File: src/rtl/uart_host_link_pkg.sv
// Shared constants and FSM state encodings for the UART host link.
package uart_host_link_pkg;

  localparam logic [7:0] HDR_TX    = 8'hAA;
  localparam logic [7:0] HDR_RX    = 8'h55;
  localparam logic [7:0] CMD_WORK  = 8'h00;
  localparam logic [7:0] CMD_LOOP  = 8'h01;
  localparam logic [7:0] LEN_WORK  = 8'h58;
  localparam logic [7:0] LEN_NONCE = 8'h04;
  localparam logic [7:0] LEN_LOOP  = 8'h01;

  localparam int unsigned FRAME_BITS    = 728;
  localparam logic [6:0]  WORK_LAST_IDX = 7'd90;
  localparam logic [6:0]  LOOP_LAST_IDX = 7'd3;

  typedef enum logic [1:0] {
    T_IDLE,
    T_SEND,
    T_WBUSY,
    T_WEND
  } tx_state_t;

  typedef enum logic [1:0] {
    R_HDR,
    R_CMD,
    R_LEN,
    R_DAT
  } rx_state_t;

endpackage

File: src/rtl/uart_host_rx.sv
// Response deframer: parses 0x55-headed nonce/loop frames with an inter-byte timeout.
module uart_host_rx
  import uart_host_link_pkg::*;
#(
  parameter logic [15:0] RX_TIMEOUT = 16'd50000
) (
  input  logic        clock,
  input  logic        reset,
  input  logic [7:0]  rx_data,
  input  logic        new_rx_data,
  output logic        nonce_valid,
  output logic [31:0] nonce,
  output logic        loop_ack,
  output logic [7:0]  loop_ack_data,
  output logic        frame_err
);

  rx_state_t   state, state_n;
  logic        cmd_loop_q;
  logic [1:0]  byte_cnt;
  logic [23:0] nonce_sr;
  logic [15:0] to_cnt;
  logic        err_n, found_n, ack_n;
  logic [1:0]  last_cnt;
  logic [7:0]  len_exp;

  assign last_cnt = cmd_loop_q ? 2'd0 : 2'd3;
  assign len_exp  = cmd_loop_q ? LEN_LOOP : LEN_NONCE;

  always_comb begin
    state_n = state;
    err_n   = 1'b0;
    found_n = 1'b0;
    ack_n   = 1'b0;
    if (new_rx_data) begin
      case (state)
        R_HDR: if (rx_data == HDR_RX) state_n = R_CMD;
        R_CMD: begin
          if ((rx_data == CMD_WORK) || (rx_data == CMD_LOOP)) begin
            state_n = R_LEN;
          end else begin
            err_n   = 1'b1;
            state_n = R_HDR;
          end
        end
        R_LEN: begin
          if (rx_data == len_exp) begin
            state_n = R_DAT;
          end else begin
            err_n   = 1'b1;
            state_n = R_HDR;
          end
        end
        R_DAT: begin
          if (byte_cnt == last_cnt) begin
            state_n = R_HDR;
            found_n = ~cmd_loop_q;
            ack_n   = cmd_loop_q;
          end
        end
        default: state_n = R_HDR;
      endcase
    end else if ((state != R_HDR) && (to_cnt == RX_TIMEOUT - 16'd1)) begin
      err_n   = 1'b1;
      state_n = R_HDR;
    end
  end

  always_ff @(posedge clock or posedge reset) begin
    if (reset) begin
      state         <= R_HDR;
      cmd_loop_q    <= 1'b0;
      byte_cnt      <= '0;
      nonce_sr      <= '0;
      to_cnt        <= '0;
      nonce_valid   <= 1'b0;
      nonce         <= '0;
      loop_ack      <= 1'b0;
      loop_ack_data <= '0;
      frame_err     <= 1'b0;
    end else begin
      state       <= state_n;
      frame_err   <= err_n;
      nonce_valid <= found_n;
      loop_ack    <= ack_n;
      if (new_rx_data && (state == R_CMD)) cmd_loop_q <= (rx_data == CMD_LOOP);
      if (state == R_LEN) begin
        byte_cnt <= '0;
      end else if (new_rx_data && (state == R_DAT)) begin
        byte_cnt <= byte_cnt + 2'd1;
        nonce_sr <= {rx_data, nonce_sr[23:8]};
      end
      // Little-endian assembly: final byte lands in the top of the nonce.
      if (found_n) nonce <= {rx_data, nonce_sr};
      if (ack_n) loop_ack_data <= rx_data;
      if (new_rx_data || (state_n == R_HDR)) begin
        to_cnt <= '0;
      end else if (to_cnt != '1) begin
        to_cnt <= to_cnt + 16'd1;
      end
    end
  end

endmodule

File: src/rtl/uart_host_link.sv
// Host link: frames work/loop requests out over UART and deframes responses.
module uart_host_link
  import uart_host_link_pkg::*;
#(
  parameter logic [15:0] RX_TIMEOUT = 16'd50000
) (
  input  logic         clock,
  input  logic         reset,
  output logic [7:0]   tx_data,
  output logic         new_tx_data,
  input  logic         tx_busy,
  input  logic [7:0]   rx_data,
  input  logic         new_rx_data,
  output logic         cmd_ready,
  input  logic         work_valid,
  input  logic [639:0] work,
  input  logic [63:0]  target,
  input  logic         loop_req,
  input  logic [7:0]   loop_data,
  output logic         nonce_valid,
  output logic [31:0]  nonce,
  output logic         loop_ack,
  output logic [7:0]   loop_ack_data,
  output logic         frame_err
);

  tx_state_t             tx_state, tx_state_n;
  logic [6:0]            tx_idx;
  logic [6:0]            tx_last;
  logic                  is_loop_q;
  logic [FRAME_BITS-1:0] frame_q;
  logic                  accept, send, advance;

  assign cmd_ready = (tx_state == T_IDLE);
  assign tx_last   = is_loop_q ? LOOP_LAST_IDX : WORK_LAST_IDX;

  always_comb begin
    tx_state_n = tx_state;
    accept     = 1'b0;
    send       = 1'b0;
    advance    = 1'b0;
    case (tx_state)
      T_IDLE: begin
        if (work_valid || loop_req) begin
          accept     = 1'b1;
          tx_state_n = T_SEND;
        end
      end
      T_SEND: begin
        if (!tx_busy) begin
          send       = 1'b1;
          tx_state_n = T_WBUSY;
        end
      end
      T_WBUSY: if (tx_busy) tx_state_n = T_WEND;
      T_WEND: begin
        if (!tx_busy) begin
          if (tx_idx == tx_last) begin
            tx_state_n = T_IDLE;
          end else begin
            advance    = 1'b1;
            tx_state_n = T_SEND;
          end
        end
      end
      default: tx_state_n = T_IDLE;
    endcase
  end

  // The whole frame is captured as one shift register; byte 0 is always in [7:0].
  always_ff @(posedge clock or posedge reset) begin
    if (reset) begin
      tx_state    <= T_IDLE;
      tx_idx      <= '0;
      is_loop_q   <= 1'b0;
      frame_q     <= '0;
      tx_data     <= '0;
      new_tx_data <= 1'b0;
    end else begin
      tx_state    <= tx_state_n;
      new_tx_data <= send;
      if (send) tx_data <= frame_q[7:0];
      if (accept) begin
        tx_idx    <= '0;
        is_loop_q <= ~work_valid;
        if (work_valid) begin
          frame_q <= {target, work, LEN_WORK, CMD_WORK, HDR_TX};
        end else begin
          frame_q <= {{(FRAME_BITS-32){1'b0}}, loop_data, LEN_LOOP, CMD_LOOP, HDR_TX};
        end
      end else if (advance) begin
        tx_idx  <= tx_idx + 7'd1;
        frame_q <= {8'h00, frame_q[FRAME_BITS-1:8]};
      end
    end
  end

  uart_host_rx #(
    .RX_TIMEOUT(RX_TIMEOUT)
  ) u_rx (
    .clock        (clock),
    .reset        (reset),
    .rx_data      (rx_data),
    .new_rx_data  (new_rx_data),
    .nonce_valid  (nonce_valid),
    .nonce        (nonce),
    .loop_ack     (loop_ack),
    .loop_ack_data(loop_ack_data),
    .frame_err    (frame_err)
  );

endmodule

File: config.mk
export PLATFORM = sky130hd
export DESIGN_NAME = uart_host_link
export DESIGN_NICKNAME = d
export VERILOG_FILES = /design/src/rtl/uart_host_link_pkg.sv /design/src/rtl/uart_host_rx.sv /design/src/rtl/uart_host_link.sv
export SDC_FILE = /design/constraint.sdc
export NUM_CORES = 2
export LEC_CHECK = 0
export ABC_CLOCK_PERIOD_IN_PS = 36300
export BUFFER_PORTS_ARGS = -buffer_cell sky130_fd_sc_hd__buf_2
export CORE_AREA = 2 2 300 302
export CTS_CLUSTER_DIAMETER = 100
export DETAILED_ROUTE_END_ITERATION = 7
export DIE_AREA = 0 0 302 304
export PLACE_DENSITY = 0.73
export SLEW_MARGIN = 20
export SYNTH_ARGS = -nofsm -noshare
export SYNTH_HDL_FRONTEND = slang
export SYNTH_SLANG_ARGS = --single-unit
File: constraint.sdc
create_clock -name clock -period 36.3 [get_ports clock]
set_clock_uncertainty 0.2 [all_clocks]
set_input_delay 1.815 -clock clock [delete_from_list [all_inputs] [get_ports clock]]
set_output_delay 1.815 -clock clock [all_outputs]
set_load 0.02 [all_outputs]
==> metrics <==
final period utilization 0.162; met2 Use GR 0.374; Crit. End Element flip-flop; Mapped Cells 3,639; Area Growth Syn to Fin 21.2%; drt pass-1 iters 5; required time worst endpoint 36.65 ns; commonest non-fill, non-tap cell in the layout dfrtp_1; WP data arrival 6.23 ns; All-Layer GR Usage 0.241; worst min-delay path class reg2reg; Critical Path Source Type primary input; Slew Viols, Final 0; layout net count 4,945; Post-Route WL 115,000 um; Final min period 5.88 ns; postcts setup bufs 0; vias in the first global route 30,800; Post-Synthesis Cell Area 36,900 sq um; Power Internal 2.69 mW; M3 GR Usage 0.0534; fin area 44,700 sq um; DR vias/cell 5.69; Avg WL per Cell 20.8 um; post_cts resized 0; grt ovf 0; die height 304 um; RSZ-0062 raised after global routing false; H-tree depth 3; layout cells sized above 1 0.242; DRC 0; syn nets 4,376; drt initial violations 3,323; die width 302 um; Slew HR 0.181; Setup violations, final 0; Clock Pin Slew Worst Setup and Hold Paths 0.06 ns; CTS Hold Bufs 0; Most used DFF post-synth dfrtp_1; worst setup path class in2reg; power share of the clock group 0.235; IO Count 779; Root Buffer clkbuf_16; Logic pwr share 0.363; fmax 0.170 GHz; Worst-Skew Late Latency 0.65 ns; first-pass GRT wire length 177,000 um; Rows 110; outcome completed; DRT antenna net count 0; Post-synth EDFFs 0; Clock Path Buffers 3; fraction of registers with async set/reset 1.00; Port Buffers 778; Leakage 19.9 nW; switching part of the total power 0.347; Crit Path Max Fanout 222; met1 Use GR 0.326; Setup TNS 0 ns; Avg Synthesized Cell Area 10.1 sq um; final RePlAce weighted congestion 0.913; max-cap viol count 0; CTS sink count 835; initial core utilization 0.415; CTS Buf Count 91; CTS tree done; Ys Warns 0; post-synthesis register bit count 835; net switching power figure 1.43 mW; Netlist cell types 49; post-layout util 0.502; core area 89,000 sq um; Seq pwr share 0.402; Tightest Pin Transition 1.23 ns; Max VDD drop 81.7 uV; Post-Place Cell Area 41,400 sq um; initial antenna violation count 83; Fin. Hold Viols 0; pin count of the biggest net entering global routing 265; PwrDens 92.0 nW/um^2; Die Area 91,800 sq um; most frequent cells in the layout dfrtp_1, buf_2, nand2_1, o21ai_0, a2bb2oi_1; register area share after synthesis 0.566; busiest grt layer met2; via count 31,400; Final HPWL DP 74,800 um
-- Yosys cell counts (12+ instances only) --
cell type  count  share of area
nor2b_1       12         0.0020
clkbuf_1     310          0.032
mux2_2        63          0.019
nor2_1        30         0.0031
dfrtp_1      835           0.57
nor3_1        27         0.0037
a2bb2oi_1    690           0.16
nand2_1      771          0.078
buf_2         24         0.0033
a211oi_1      13         0.0026
a21oi_1       28         0.0038
o21ai_0      702          0.095
-- final timing paths --
kind,startpoint,to,cells after the start,slack [ns]
max in group asynchronous,reset,frame_q[243],5,31.60
min reg2reg,u_rx.loop_ack_data[0],u_rx.loop_ack_data[0],2,0.28
max,tx_busy,frame_q[530],9,30.42
min in group asynchronous,reset,u_rx.nonce[30],2,1.14
max reg2reg,tx_idx[0],frame_q[530],8,30.94
min,u_rx.loop_ack_data[0],u_rx.loop_ack_data[0],2,0.28
-- layout make-up --
type / instances / area (sq um)
antenna: 63 / 158
tap: 1176 / 1470
clock buffer: 132 / 2710
sequential: 835 / 20900
clock inverter: 34 / 449
timing repair buffer: 813 / 4290
inverter: 8 / 37.5
fill: 8082 / 44300
multi-input combinational: 2459 / 14700
-- critical path, cell delays in order --
cell and delay, ns:
buf_2 0.12, nor2b_1 0.12, buf_4 0.26, o21ai_4 0.25
nand2_8 0.82, buf_4 0.83, buf_4 0.66, buf_12 0.63
a2bb2oi_1 0.22
-- power by group through the flow --
stage	clock network (mW)	logic (mW)	registers, mW
after floorplan	0	1.17	1.56
after global placement	0	1.44	1.65
after detailed placement	0	1.49	1.65
after CTS	0.984	1.49	1.65
after global routing	1.03	1.65	1.70
final	0.968	1.49	1.65
-- stage by stage --
| step | total power [mW] | instances | setup WS [ns] | hold WS, ns |
|---|---|---|---|---|
| CTS | 4.12 | 5455 | 30.61 | 0.284 |
| global placement | 3.09 | 5289 | 29.91 | 0.256 |
| global route | 4.38 | 5514 | 30.19 | 0.303 |
| finish | 4.12 | 5520 | 30.42 | 0.281 |
| floorplan | 2.73 | 3639 | 10.83 | 0.258 |
| detailed placement | 3.13 | 5289 | 29.90 | 0.257 |
-- sequential cells by signal, summed over array words and instances, names as in the netlist --
signal	cells
frame_q	728
u_rx.nonce	32
u_rx.nonce_sr	24
u_rx.to_cnt	16
tx_data	8
u_rx.loop_ack_data	8
tx_idx	7
tx_state	2
u_rx.byte_cnt	2
u_rx.state	2
is_loop_q	1
new_tx_data	1
u_rx.cmd_loop_q	1
u_rx.frame_err	1
u_rx.loop_ack	1
u_rx.nonce_valid	1
-- kinds of logic (layout without fill, tap and decap cells) --
logic type               Yosys count  in the layout  share of synthesized area
AO/OA/AOI/OAI                   1475           1475                      0.274
adder cells (fa/ha/maj)           11             11                    0.00373
other                              0             63                          0
flip-flops                       835            835                      0.566
multiplexers                      65             65                     0.0198
AND/OR/NAND/NOR                  892            892                     0.0964
buffers and inverters            345            987                     0.0360
XOR/XNOR                          16             16                    0.00380
-- layer usage --
layer	wire (um)	share of wire	up-vias
met5	237	0.0021	-
met4	4450	0.039	40
met3	7570	0.066	254
met2	54400	0.47	1115
met1	47900	0.42	15600
li1	-	-	14400
No activity file was read; power rests on OpenSTA's default activity.
